<file path="config.mk">
export PLATFORM = sky130hd
export DESIGN_NAME = phrase_display_driver
export DESIGN_NICKNAME = d
export VERILOG_FILES = /design/src/rtl/greet_pkg.sv /design/src/rtl/seg_scan.sv /design/src/rtl/phrase_display_driver.sv
export SDC_FILE = /design/constraint.sdc
export NUM_CORES = 1
export LEC_CHECK = 0
export ABC_AREA = 1
export BUFFER_PORTS_ARGS = -buffer_cell sky130_fd_sc_hd__buf_2
export CAP_MARGIN = 15
export CELL_PAD_IN_SITES_DETAIL_PLACEMENT = 1
export CELL_PAD_IN_SITES_GLOBAL_PLACEMENT = 1
export CORE_ASPECT_RATIO = 0.5
export CORE_MARGIN = 2
export CORE_UTILIZATION = 45
export DETAILED_ROUTE_END_ITERATION = 7
export HOLD_SLACK_MARGIN = 0.05
export PLACE_DENSITY = 0.85
export SETUP_SLACK_MARGIN = 0.5
export SYNTH_ARGS = -nofsm -noshare
export SYNTH_HDL_FRONTEND = slang
export SYNTH_SLANG_ARGS = --single-unit
export TNS_END_PERCENT = 100
</file>
<file path="constraint.sdc">
create_clock -name clk -period 5.3 [get_ports clk]
set_input_delay 1.06 -clock clk [delete_from_list [all_inputs] [get_ports clk]]
set_output_delay 1.06 -clock clk [all_outputs]
set_load 0.01 [all_outputs]
</file>
<file path="src/rtl/greet_pkg.sv">
// rtl/greet_pkg.sv - shared 5-bit character codes and the character-to-segment decode used by the greetings path.
package greet_pkg;

    localparam int NUM_CHARS  = 16;
    localparam int NUM_DIGITS = 8;

    localparam logic [4:0] CHAR_O     = 5'b00000;
    localparam logic [4:0] CHAR_1     = 5'b00001;
    localparam logic [4:0] CHAR_2     = 5'b00010;
    localparam logic [4:0] CHAR_3     = 5'b00011;
    localparam logic [4:0] CHAR_4     = 5'b00100;
    localparam logic [4:0] CHAR_5     = 5'b00101;
    localparam logic [4:0] CHAR_6     = 5'b00110;
    localparam logic [4:0] CHAR_7     = 5'b00111;
    localparam logic [4:0] CHAR_8     = 5'b01000;
    localparam logic [4:0] CHAR_9     = 5'b01001;
    localparam logic [4:0] CHAR_A     = 5'b01010;
    localparam logic [4:0] CHAR_B     = 5'b01011;
    localparam logic [4:0] CHAR_C     = 5'b01100;
    localparam logic [4:0] CHAR_D     = 5'b01101;
    localparam logic [4:0] CHAR_E     = 5'b01110;
    localparam logic [4:0] CHAR_F     = 5'b01111;
    localparam logic [4:0] CHAR_G     = 5'b10000;
    localparam logic [4:0] CHAR_H     = 5'b10001;
    localparam logic [4:0] CHAR_I     = 5'b10010;
    localparam logic [4:0] CHAR_J     = 5'b10011;
    localparam logic [4:0] CHAR_L     = 5'b10100;
    localparam logic [4:0] CHAR_N     = 5'b10101;
    localparam logic [4:0] CHAR_P     = 5'b10110;
    localparam logic [4:0] CHAR_R     = 5'b10111;
    localparam logic [4:0] CHAR_S     = 5'b11000;
    localparam logic [4:0] CHAR_T     = 5'b11001;
    localparam logic [4:0] CHAR_U     = 5'b11010;
    localparam logic [4:0] CHAR_Y     = 5'b11011;
    localparam logic [4:0] CHAR_DASH  = 5'b11100;
    localparam logic [4:0] CHAR_BLANK = 5'b11111;

    localparam logic [6:0] SEG_BLANK = 7'h7F;

    typedef enum logic {
        PG_HI = 1'b0,
        PG_LO = 1'b1
    } page_state_t;

    // Segments are {g,f,e,d,c,b,a}, active-low; unlisted codes stay dark.
    function automatic logic [6:0] char_to_seg(input logic [4:0] code);
        case (code)
            CHAR_O:    return 7'h40;
            CHAR_1:    return 7'h79;
            CHAR_2:    return 7'h24;
            CHAR_3:    return 7'h30;
            CHAR_4:    return 7'h19;
            CHAR_5:    return 7'h12;
            CHAR_6:    return 7'h02;
            CHAR_7:    return 7'h78;
            CHAR_8:    return 7'h00;
            CHAR_9:    return 7'h10;
            CHAR_A:    return 7'h08;
            CHAR_B:    return 7'h03;
            CHAR_C:    return 7'h46;
            CHAR_D:    return 7'h21;
            CHAR_E:    return 7'h06;
            CHAR_F:    return 7'h0E;
            CHAR_G:    return 7'h42;
            CHAR_H:    return 7'h09;
            CHAR_I:    return 7'h79;
            CHAR_J:    return 7'h61;
            CHAR_L:    return 7'h47;
            CHAR_N:    return 7'h2B;
            CHAR_P:    return 7'h0C;
            CHAR_R:    return 7'h2F;
            CHAR_S:    return 7'h12;
            CHAR_T:    return 7'h07;
            CHAR_U:    return 7'h41;
            CHAR_Y:    return 7'h11;
            CHAR_DASH: return 7'h3F;
            default:   return SEG_BLANK;
        endcase
    endfunction

endpackage

</file>
<file path="src/rtl/seg_scan.sv">
// rtl/seg_scan.sv - digit slot counter and registered active-low anode drive for the 8-digit display.
module seg_scan
    import greet_pkg::*;
#(
    parameter int SCAN_DIV = 100_000
) (
    input  logic       clk,
    input  logic       reset,
    output logic [7:0] an,
    output logic [2:0] digit
);

    localparam int SW = (SCAN_DIV > 1) ? $clog2(SCAN_DIV) : 1;
    localparam logic [SW-1:0] SLOT_LAST = SW'(SCAN_DIV - 1);

    logic [SW-1:0] slot;

    // The anode register follows the digit index by one cycle, matching the seg register in the top.
    always_ff @(posedge clk) begin
        if (reset) begin
            slot  <= '0;
            digit <= '0;
            an    <= 8'hFF;
        end else begin
            if (slot == SLOT_LAST) begin
                slot  <= '0;
                digit <= digit + 3'd1;
            end else begin
                slot <= slot + 1'b1;
            end
            an <= ~(8'b1 << digit);
        end
    end

endmodule

</file>
<file path="src/rtl/phrase_display_driver.sv">
// rtl/phrase_display_driver.sv - shows a 16-char phrase on an 8-digit 7-seg display as two pages, or a scrolling window when SCROLL_EN is defined.
module phrase_display_driver
    import greet_pkg::*;
#(
    parameter int SCAN_DIV = 100_000,
    parameter int PAGE_DIV = 100_000_000
) (
    input  logic        clk,
    input  logic        reset,
    input  logic [79:0] phrase_in,
    output logic [7:0]  an,
    output logic [6:0]  seg,
    output logic        dp,
    output logic [3:0]  page
);

    localparam int PW = (PAGE_DIV > 1) ? $clog2(PAGE_DIV) : 1;
    localparam logic [PW-1:0] PAGE_LAST = PW'(PAGE_DIV - 1);

    logic [79:0]   phrase_q;
    logic          capture;
    logic [PW-1:0] page_cnt;
    logic          page_tick;
    logic [2:0]    digit;
    logic [3:0]    char_idx;
    logic [4:0]    chars [NUM_CHARS];

    assign capture   = (phrase_in != phrase_q);
    assign page_tick = (page_cnt == PAGE_LAST);
    assign dp        = 1'b1;

    always_ff @(posedge clk) begin
        if (reset) begin
            phrase_q <= {NUM_CHARS{CHAR_BLANK}};
        end else if (capture) begin
            phrase_q <= phrase_in;
        end
    end

    // A new phrase restarts the page timing so it is always first seen from char 0.
    always_ff @(posedge clk) begin
        if (reset || capture || page_tick) begin
            page_cnt <= '0;
        end else begin
            page_cnt <= page_cnt + 1'b1;
        end
    end

`ifdef SCROLL_EN
    logic [3:0] start_idx;

    always_ff @(posedge clk) begin
        if (reset || capture) begin
            start_idx <= 4'd0;
        end else if (page_tick) begin
            start_idx <= start_idx + 4'd1;
        end
    end

    assign page = start_idx;
`else
    page_state_t state_q;
    page_state_t state_d;

    always_ff @(posedge clk) begin
        if (reset) begin
            state_q <= PG_HI;
        end else begin
            state_q <= state_d;
        end
    end

    always_comb begin
        state_d = state_q;
        if (capture) begin
            state_d = PG_HI;
        end else if (page_tick) begin
            state_d = (state_q == PG_HI) ? PG_LO : PG_HI;
        end
    end

    always_comb begin
        page = 4'd0;
        if (state_q == PG_LO) begin
            page = 4'd8;
        end
    end
`endif

    seg_scan #(
        .SCAN_DIV (SCAN_DIV)
    ) u_scan (
        .clk   (clk),
        .reset (reset),
        .an    (an),
        .digit (digit)
    );

    always_comb begin
        for (int i = 0; i < NUM_CHARS; i++) begin
            chars[i] = phrase_q[79 - 5*i -: 5];
        end
    end

    // Leftmost digit (d=7) shows the window start; 4-bit arithmetic gives the mod-16 wrap.
    assign char_idx = page + 4'd7 - {1'b0, digit};

    always_ff @(posedge clk) begin
        if (reset) begin
            seg <= SEG_BLANK;
        end else begin
            seg <= char_to_seg(chars[char_idx]);
        end
    end

endmodule

</file>
### Yosys cells after proc, flatten, opt, wreduce, memory -nomap -nowiden

Memory sizes are Yosys's and may differ from the RTL's. A register that Yosys moved wholly into a read port is not among the register bits.
Cells that the tools add are included.

| cells by class | value |
|---|---|
| add/subtract/negate cells | 5 |
| magnitude comparators | 1 |
| equality and inequality tests | 3 |
| shift-type cells | 1 |
| mux-type cells | 5 |
| bitwise operators | 2 |
| reduce and logical (&&, ||, !) cells | 4 |

Operator list:

| cell | count |
|---|---|
| inequality test 80 bit | 1 |
| adder 27 x 1 -> 27 bit, second input constant | 1 |
| == test 27 bit, second input constant | 1 |
| binary-select mux 5 bit (select 4 bit) | 1 |
| adder 17 x 1 -> 17 bit, second input constant | 1 |
| == test 17 bit, second input constant | 1 |
| two-way mux 5 bit | 2 |
| NOT 8 bit | 1 |
| left shift 1 x 3 -> 8 bit, first input constant | 1 |
| greater-or-equal comparator 5 bit, second input constant | 1 |
| NOT 4 -> 5 bit | 1 |
| adder 4 x 3 -> 4 bit, second input constant | 1 |
| two-way mux 4 bit | 1 |
| OR reduction 2 bit | 2 |
| subtractor 4 x 3 -> 4 bit | 1 |
| adder 3 x 1 -> 3 bit, second input constant | 1 |
| logical OR 1 bit | 2 |
| two-way mux 1 bit | 1 |

| storage, ports and cells | value |
|---|---|
| bits in registers | 136 |
| ROM bits | 224 |
| input port bits | 82 |
| word-level logic and storage cells | 28 |
| memories kept | 1 |

Memory list:

| memory | words | bits a word | rd ports | clocked after memory_dff | write ports | line | RTL |
|---|---|---|---|---|---|---|---|
| (no name shown) | 32 | 7 | 1 | 1 | 0 | greet_pkg.sv:47 | `case (code)` |

### Longest topological paths before layout

Gate-level depths: netlist of the first run.

| logic depth | value |
|---|---|
| word-level depth | 7 |
| gate-level depth with buffers | 18 |

### Cells and area by module

From an unflattened synthesis of the first run, not the netlist that was laid out.

| unflattened totals | value |
|---|---|
| cells, all modules | 1,028 |
| area total of the unflattened synthesis | 7,382.1 µm² |

Modules (own cells, without submodules):

| module | instances | cells each | area each (µm²) | sequential area each (µm²) |
|---|---|---|---|---|
| phrase_display_driver | 1 | 844 | 6,057.1 | 2,302.2 |
| seg_scan | 1 | 184 | 1,325.0 | 560.5 |

### Worst setup path before layout of the first run

OpenSTA, ideal clock, no wires.

| timing | value |
|---|---|
| kind | in2reg |
| from | input phrase_in[51] |
| to | register page_cnt[16] |
| data arrival time | 2.123 ns |
| data required time | 5.238 ns |
| setup slack | 3.115 ns |
| stages on the path | 9 |
| cell sequence | xnor2_1 > nand4_1 > or2_1 > nor2_1 > nand2_1 > nor2_4 > nand3_4 > buf_6 > nor2_2 |

| on the way | value |
|---|---|
| word-level cells in the longest chain between the ends | 3 |

Ends and longest elaborated chain:

| element | line | RTL |
|---|---|---|
| start, declared | phrase_display_driver.sv:10 | `input logic [79:0] phrase_in,` |
| inequality test 80 bit | phrase_display_driver.sv:28 | `assign capture = (phrase_in != phrase_q);` |
| logical OR 1 bit (2 in a row) | phrase_display_driver.sv:42 | `if (reset \|\| capture \|\| page_tick) begin` |
| end signal, assigned | phrase_display_driver.sv:45 | `page_cnt <= page_cnt + 1'b1;` |
| end, declared | phrase_display_driver.sv:22 | `logic [PW-1:0] page_cnt;` |

No other way between the ends.
A chain may end at the register's enable or synchronous reset.

### Final worst setup path of the first run

| timing | value |
|---|---|
| from | register u_scan.digit[0] |
| to | register seg[0] |

| on the way | value |
|---|---|
| word-level cells in the longest chain between the ends | 5 |

Ends and longest elaborated chain:

| element | line | RTL |
|---|---|---|
| start, declared | seg_scan.sv:10 | `output logic [2:0] digit` |
| start signal, assigned | seg_scan.sv:27 | `digit <= digit + 3'd1;` |
| subtractor 4 x 3 -> 4 bit | phrase_display_driver.sv:106 | `assign char_idx = page + 4'd7 - {1'b0, digit};` |
| NOT 4 -> 5 bit (not written as such) | phrase_display_driver.sv:112 | `seg <= char_to_seg(chars[char_idx]);` |
| binary-select mux 5 bit (select 4 bit) | phrase_display_driver.sv:112 |  |
| two-way mux 5 bit (not written as such) (2 in a row) | phrase_display_driver.sv:112 |  |
| end, declared | phrase_display_driver.sv:12 | `output logic [6:0] seg,` |

No other way between the ends. The select of a mux whose other input is x is not followed.

==> results of run 1 <==
worst max-delay path, cell delays in order, from the launching register on:
cell	delay (ns)
dfxtp_2	1.00
inv_4	0.33
nand2_1	0.18
nand3_1	0.09
nand3_1	0.12
nand3_1	0.11
nand2_1	0.26
inv_2	0.12
ha_1	0.26
inv_1	0.09
nand2_1	0.10
nand3_1	0.11
nand3_1	0.09
nand2_1	0.06
nand2_1	0.06
through the flow:
step                hold slack, ns  instance area (sq um)  power, W  std cells  setup WS [ns]
floorplan                    0.417                   7350   0.00130        999           3.12
global placement             0.427                   7880   0.00138       1281           2.45
detailed placement           0.442                   7880   0.00139       1281           2.32
CTS                          0.457                   8490   0.00266       1313           2.23
global route                 0.510                   8500   0.00274       1315           1.89
finish                       0.453                   8500   0.00264       1317           2.19
flip-flops by register name, summed over array words and instances (netlist names):
name,count
chars,80
u_scan.an,8
u_scan.digit,3
page_cnt,27
state_q,1
seg,7
u_scan.slot,17
final timing paths:
check | start | endpoint | slack (ns) | cells past startpoint
max | u_scan.digit[0] | seg[0] | 2.19 | 14
min | page_cnt[0] | page_cnt[0] | 0.45 | 1
max reg2reg | u_scan.digit[0] | seg[0] | 2.19 | 14
min reg2reg | page_cnt[0] | page_cnt[0] | 0.45 | 1
cell families after synthesis:
kind of cell,count (synthesis),share of synthesized area
other cells,2,0.00102
simple gates,539,0.349
fa+ha+maj,15,0.0256
flops,143,0.390
buf+inv,165,0.0998
xor+xnor,79,0.0942
compound gates,54,0.0411
power groups by stage:
stage	combinational [W]	sequential (W)	clock, W
floorplan	0.000141	0.00116	0
global placement	0.000219	0.00116	0
detailed placement	0.000228	0.00117	0
CTS	0.000231	0.00114	0.00129
global route	0.000259	0.00115	0.00133
finish	0.000230	0.00114	0.00127
cell usage after synthesis (15+ instances only):
master	n	share of area
nand2_1	246	0.13
dfxtp_1	143	0.39
inv_1	120	0.061
nand3_1	92	0.063
nor2_1	55	0.028
or2_2	53	0.045
xor2_1	47	0.056
xnor2_1	32	0.038
nor3_1	26	0.018
nand4_1	19	0.016
a21oi_1	17	0.012
nor2_2	16	0.014
ha_1	15	0.026
layout by cell type, fill, tap and decap left out, types with 4 or more instances in the layout:
master	count
o22ai_1	10
nand4_1	19
dfxtp_1	142
inv_2	5
ha_1	15
nand3_2	4
xnor2_1	32
a21oi_1	17
nand3_1	92
nor2_2	16
o21ai_1	7
or2_2	53
conb_1	4
clkbuf_16	17
xor2_1	47
nand2_2	6
o21ai_0	14
nor2_1	55
nor3_1	26
nand2_1	246
buf_2	97
inv_1	120
nor4_1	5
diode_2	4
nor3_2	5
layer usage:
| metal | part of all wire | up-vias | track usage |
|---|---|---|---|
| li1 | - | 3280 | - |
| met1 | 0.44 | 3177 | 0.311 |
| met2 | 0.50 | 118 | 0.480 |
| met3 | 0.040 | 34 | 0.0563 |
| met4 | 0.020 | 0 | 0.0946 |
| met5 | 0 | - | 0 |
cell type report:
cell class / count / area (sq um) / share of cell area
antenna: 4 / 10.0 / 0.00118
clock buffer: 19 / 443 / 0.0521
clock inverter: 13 / 176 / 0.0207
inverter: 128 / 485 / 0.0571
multi-input combinational: 691 / 3760 / 0.442
sequential: 143 / 2860 / 0.337
tap: 221 / 277 / 0.0325
timing repair buffer: 98 / 493 / 0.0580
==> out/results.ini, run 1 <==
[run_status]
status = complete, no violations

[timing]
tns_ns = 0
fin_crit_sh = 0.587
max_slew_margin = 0.315
worst_pin_slew_ns = 1.03
hold_viol = 0
finalClockSkew_ns = 0.0131
finalSetupViolations = 0
slew_violations = 0
rsz0062_at_grt = no
max_freq_ghz = 0.322
fin_crit_ns = 3.11

[power]
leakage_nw = 3.77
switching_share = 0.253
pwr-share-seq = 0.432
pwr-share-comb = 0.087
p_per_area_nw_per_um2 = 311
intPower_w = 0.00197
ir_drop_mv = 0.252
clock_power_share = 0.481
p_sw_w = 0.000668

[floorplanning]
num_rows = 32
die_x_um = 185
start_util = 0.468
pin_count = 102
die_h_um = 94.3
die_area_sq_um = 17400
core_sq_um = 15700

[clocking]
cts_tree = done
cts_buffer_depth = 2
clk_pin_slew_ns = 0.06
cts_max_level = 4
cts-hold-fix-buffers = 0
cts_setup_buffers = 0
cts_resized = 0
root_buffer = clkbuf_16
cts_buffers = 17
clk_latency_ns = 0.43
clkSinkCount = 143

[synthesis]
synth-async-reset-ratio = 0
postSynthCellCount = 997
ys_seq_area_frac = 0.390
yosys_most_used_dff = dfxtp_1
ys_types = 42
yosys_warnings = 0
synth_seq_cells = 143
syn_avg_cell_area_sq_um = 7.37
synth_edf_count = 0
synth_area_sq_um = 7340

[placed_design]
port_buffers = 97
place.gp.congestion = 0.877
post-dp-hpwl_um = 15900

[worst_setup_path]
end_kind = flop
critical_path_required_ns = 5.61
timing.critical_path.arrival_ns = 3.42
path_class = flop to flop
startpoint_type = flop
worstPathMaxFanout = 55

[grt]
grtUsageTotal = 0.264
grt_max_degree = 60
grt_pass1_wl_um = 35200
grt_pass1_vias = 7007
antenna_found_initial = 4
overflow = 0

[layout]
final_util = 0.542
fill_cells = 2081
syn_to_final_growth_pct = 15.8
drive_gt1_frac = 0.209
final_nets = 1176

[detailed_routing]
drt_pass1_iterations = 5
viasPerCell = 5.02
drt_iter0_markers = 282
ant_nets = 0
wl_per_cell_um = 16.2
postRouteWirelength_um = 21300
drc = 0
num_vias = 6609

[worst_hold_path]
hold_class = flop to flop

[run]
max_cap_violations = 0

No activity file was read; power rests on OpenSTA's default activity.
==> run 2, diff against run 1 <==
Settings changed: CORE_UTILIZATION 45 to 42, PLACE_DENSITY 0.85 to 0.8.
Clock period 5.3 ns to 2.9 ns, I/O delays scaled along.
==> run 2 against run 1 <==
Effect of this change:
- total power rose by 83%
- critical endpoint is now seg[1]
- first-iteration DRC count rose by 6.4%
- register-to-register slack got worse by 1.6 ns
- sequential power rose by 82%
- clock skew fell by 0.0053 ns
- highest routed layer unchanged
- sequential share of layout area fell by 0.37 points
- critical path depth rose by 1
- wire length rose by 1.9%
- fmax rose by 36%
- critical path type unchanged
==> out/results.ini, run 2 (same netlist as run 1, synthesis figures left out) <==
[timing]
finalSetupViolations = 0  ; unchanged
worst_pin_slew_ns = 0.496  ; was 1.03 ns
fin_crit_ns = 2.29  ; was 3.11 ns
fin_crit_sh = 0.789  ; was 0.587
max_slew_margin = 0.667  ; was 0.315
tns_ns = 0  ; unchanged
hold_viol = 0  ; unchanged
rsz0062_at_grt = yes  ; was no
max_freq_ghz = 0.437  ; was 0.322 GHz
slew_violations = 0  ; unchanged
finalClockSkew_ns = 0.00784  ; was 0.0131 ns

[worst_hold_path]
hp-start = phrase_in[52]  ; was page_cnt[0]
hold_class = input port to flop  ; was flop to flop
hold_end = chars[52]  ; was page_cnt[0]
hold-path-cell-count = 3  ; was 1

[layout]
multi_input_area_sq_um = 3760  ; about the same
final_cell_mix = nand2_1, dfxtp_1, inv_1  ; unchanged
largest_reg_flops = 80  ; unchanged
final_common_cell = nand2_1  ; unchanged
regArea_sq_um = 2860  ; unchanged
final_nets = 1181  ; was 1,176
stdcell_area_sq_um = 8600  ; was 8500 sq um
fill_cells = 2231  ; was 2,081
drive_gt1_frac = 0.214  ; was 0.209
syn_to_final_growth_pct = 17.1  ; was 15.8%

[detailed_routing]
wl_per_cell_um = 16.3  ; was 16.2 um
met2_wirelength_um = 10700  ; was 10,600 um
ant_nets = 0  ; unchanged
met3_length_um = 1150  ; was 861 um
top_layer_used = met4  ; unchanged
postRouteWirelength_um = 21700  ; was 21,300 um
viasPerCell = 5.00  ; was 5.02
wl_met1_um = 9520  ; was 9440 um
num_vias = 6660  ; was 6,609
drt_pass1_iterations = 4  ; was 5
drt_iter0_markers = 300  ; was 282
drc = 0  ; unchanged

[power]
ir_drop_mv = 0.435  ; was 0.252 mV
p_sw_w = 0.00123  ; was 0.000668 W
clock_power_share = 0.482  ; was 0.481
leakage_nw = 3.81  ; was 3.77 nW
pwr-share-comb = 0.087  ; about the same
pwr-share-seq = 0.431  ; was 0.432
switching_share = 0.254  ; was 0.253
p_per_area_nw_per_um2 = 563  ; was 311 nW/um^2
intPower_w = 0.00361  ; was 0.00197 W

[placed_design]
post-dp-hpwl_um = 15700  ; was 15,900 um
place.gp.congestion = 0.847  ; was 0.877
port_buffers = 97  ; unchanged
postPlaceCellArea_sq_um = 7950  ; was 7880 sq um

[run_status]
status = complete, no violations  ; unchanged

[clocking]
clk_latency_ns = 0.43  ; about the same
clk_pin_slew_ns = 0.07  ; was 0.06 ns
cts_setup_buffers = 0  ; unchanged
cts_tree = done  ; unchanged
clkSinkCount = 143  ; unchanged
cts_buffer_depth = 2  ; unchanged
root_buffer = clkbuf_16  ; unchanged
cts_buffers = 17  ; unchanged
cts_max_level = 4  ; unchanged

[grt]
grt_max_degree = 55  ; was 60
grt_pass1_wl_um = 35100  ; was 35,200 um
overflow = 0  ; unchanged
grt_pass1_vias = 7067  ; was 7,007
antenna_found_initial = 2  ; was 4
grtUsageTotal = 0.242  ; was 0.264

[floorplanning]
core_sq_um = 17200  ; was 15,700 sq um
die_h_um = 97.5  ; was 94.3 um
start_util = 0.426  ; was 0.468
die_x_um = 191  ; was 185 um
pin_count = 102  ; unchanged
die_area_sq_um = 18600  ; was 17,400 sq um
num_rows = 34  ; was 32

[worst_setup_path]
ff2ff_setup_slack_ns = 0.61  ; was 2.19 ns
critical_path_required_ns = 3.22  ; was 5.61 ns
reg2reg_to = seg[1]  ; was seg[0]
path_class = flop to flop  ; unchanged
r2r_start = u_scan.digit[0]  ; unchanged
end_kind = flop  ; unchanged
crit_path_start = u_scan.digit[0]  ; unchanged
r2r_cells = 15  ; was 14
startpoint_type = flop  ; unchanged
worstPathMaxFanout = 32  ; was 55
timing.critical_path.arrival_ns = 2.60  ; was 3.42 ns

[run]
max_cap_violations = 0  ; unchanged

run 2: cell types whose count changed in the layout (fill, tap and decap cells not counted), moves of 2 or more:
| cell | change |
|---|---|
| clkinvlp_4 | -2 |
| diode_2 | -2 |
| buf_12 | +2 |
| buf_4 | +2 |
| inv_6 | +2 |
run 2: routing by layer:
layer / global-route usage / vias up
met2: 0.420 / 132
met3: 0.0596 / 37
met5: 0 / -
met1: 0.291 / 3204
met4: 0.0811 / 0
li1: - / 3287
run 2: final cells by class:
| class | instances | share of cell area |
|---|---|---|
| clock inverter | 13 | 0.0205 |
| inverter | 128 | 0.0565 |
| clock buffer | 19 | 0.0515 |
| multi-input combinational | 691 | 0.437 |
| sequential | 143 | 0.333 |
| antenna | 2 | 0.000582 |
| tap | 234 | 0.0341 |
| timing repair buffer | 103 | 0.0666 |
run 2: worst max-delay path by stage:
stage | to | slack (ns) | cells past startpoint
after floorplan | seg[1] | 0.95 | 16
after global routing | seg[1] | 0.45 | 15
after CTS | seg[1] | 0.53 | 15
final | seg[1] | 0.61 | 15
after global placement | page_cnt[11] | 0.55 | 9
after detailed placement | page_cnt[4] | 0.45 | 9
run 2: power by group through the flow:
stage / sequential, W / combinational, W / clock, W
2_1_floorplan: 0.00212 / 0.000258 / 0
3_3_place_gp: 0.00212 / 0.000403 / 0
3_5_place_dp: 0.00213 / 0.000417 / 0
4_1_cts: 0.00208 / 0.000424 / 0.00237
5_1_grt: 0.00209 / 0.000475 / 0.00246
6_report: 0.00208 / 0.000423 / 0.00233
run 2: what timing repair did:
action,4_1_cts,5_1_grt
hold buffers,0,0
endpoints found under the setup margin,0,8
resized for setup,0,2
run 2: worst max-delay path: stages, from the launching register on:
cell and delay [ns]:
dfxtp_2 0.37, inv_4 0.30, nand2_1 0.09, nand2_1 0.09, nand2_1 0.07, nand3_1 0.10, nand3_1 0.09, nand2_2 0.20
inv_2 0.11, ha_1 0.33, nand3_1 0.10, nand2_1 0.05, inv_1 0.08, nand2_1 0.06, nand2_1 0.08, nand2_1 0.05
run 2: through the flow:
stage | cells | hold slack [ns] | utilization | worst slack, ns | total power (W)
after floorplan | 999 | 0.417 | - | 0.951 | 0.00238
after global placement | 1298 | 0.429 | 0.461 | 0.552 | 0.00253
after detailed placement | 1298 | 0.438 | 0.461 | 0.453 | 0.00254
after CTS | 1330 | 0.345 | 0.497 | 0.530 | 0.00487
after global routing | 1331 | 0.356 | 0.499 | 0.454 | 0.00502
final | 1333 | 0.356 | 0.499 | 0.611 | 0.00484
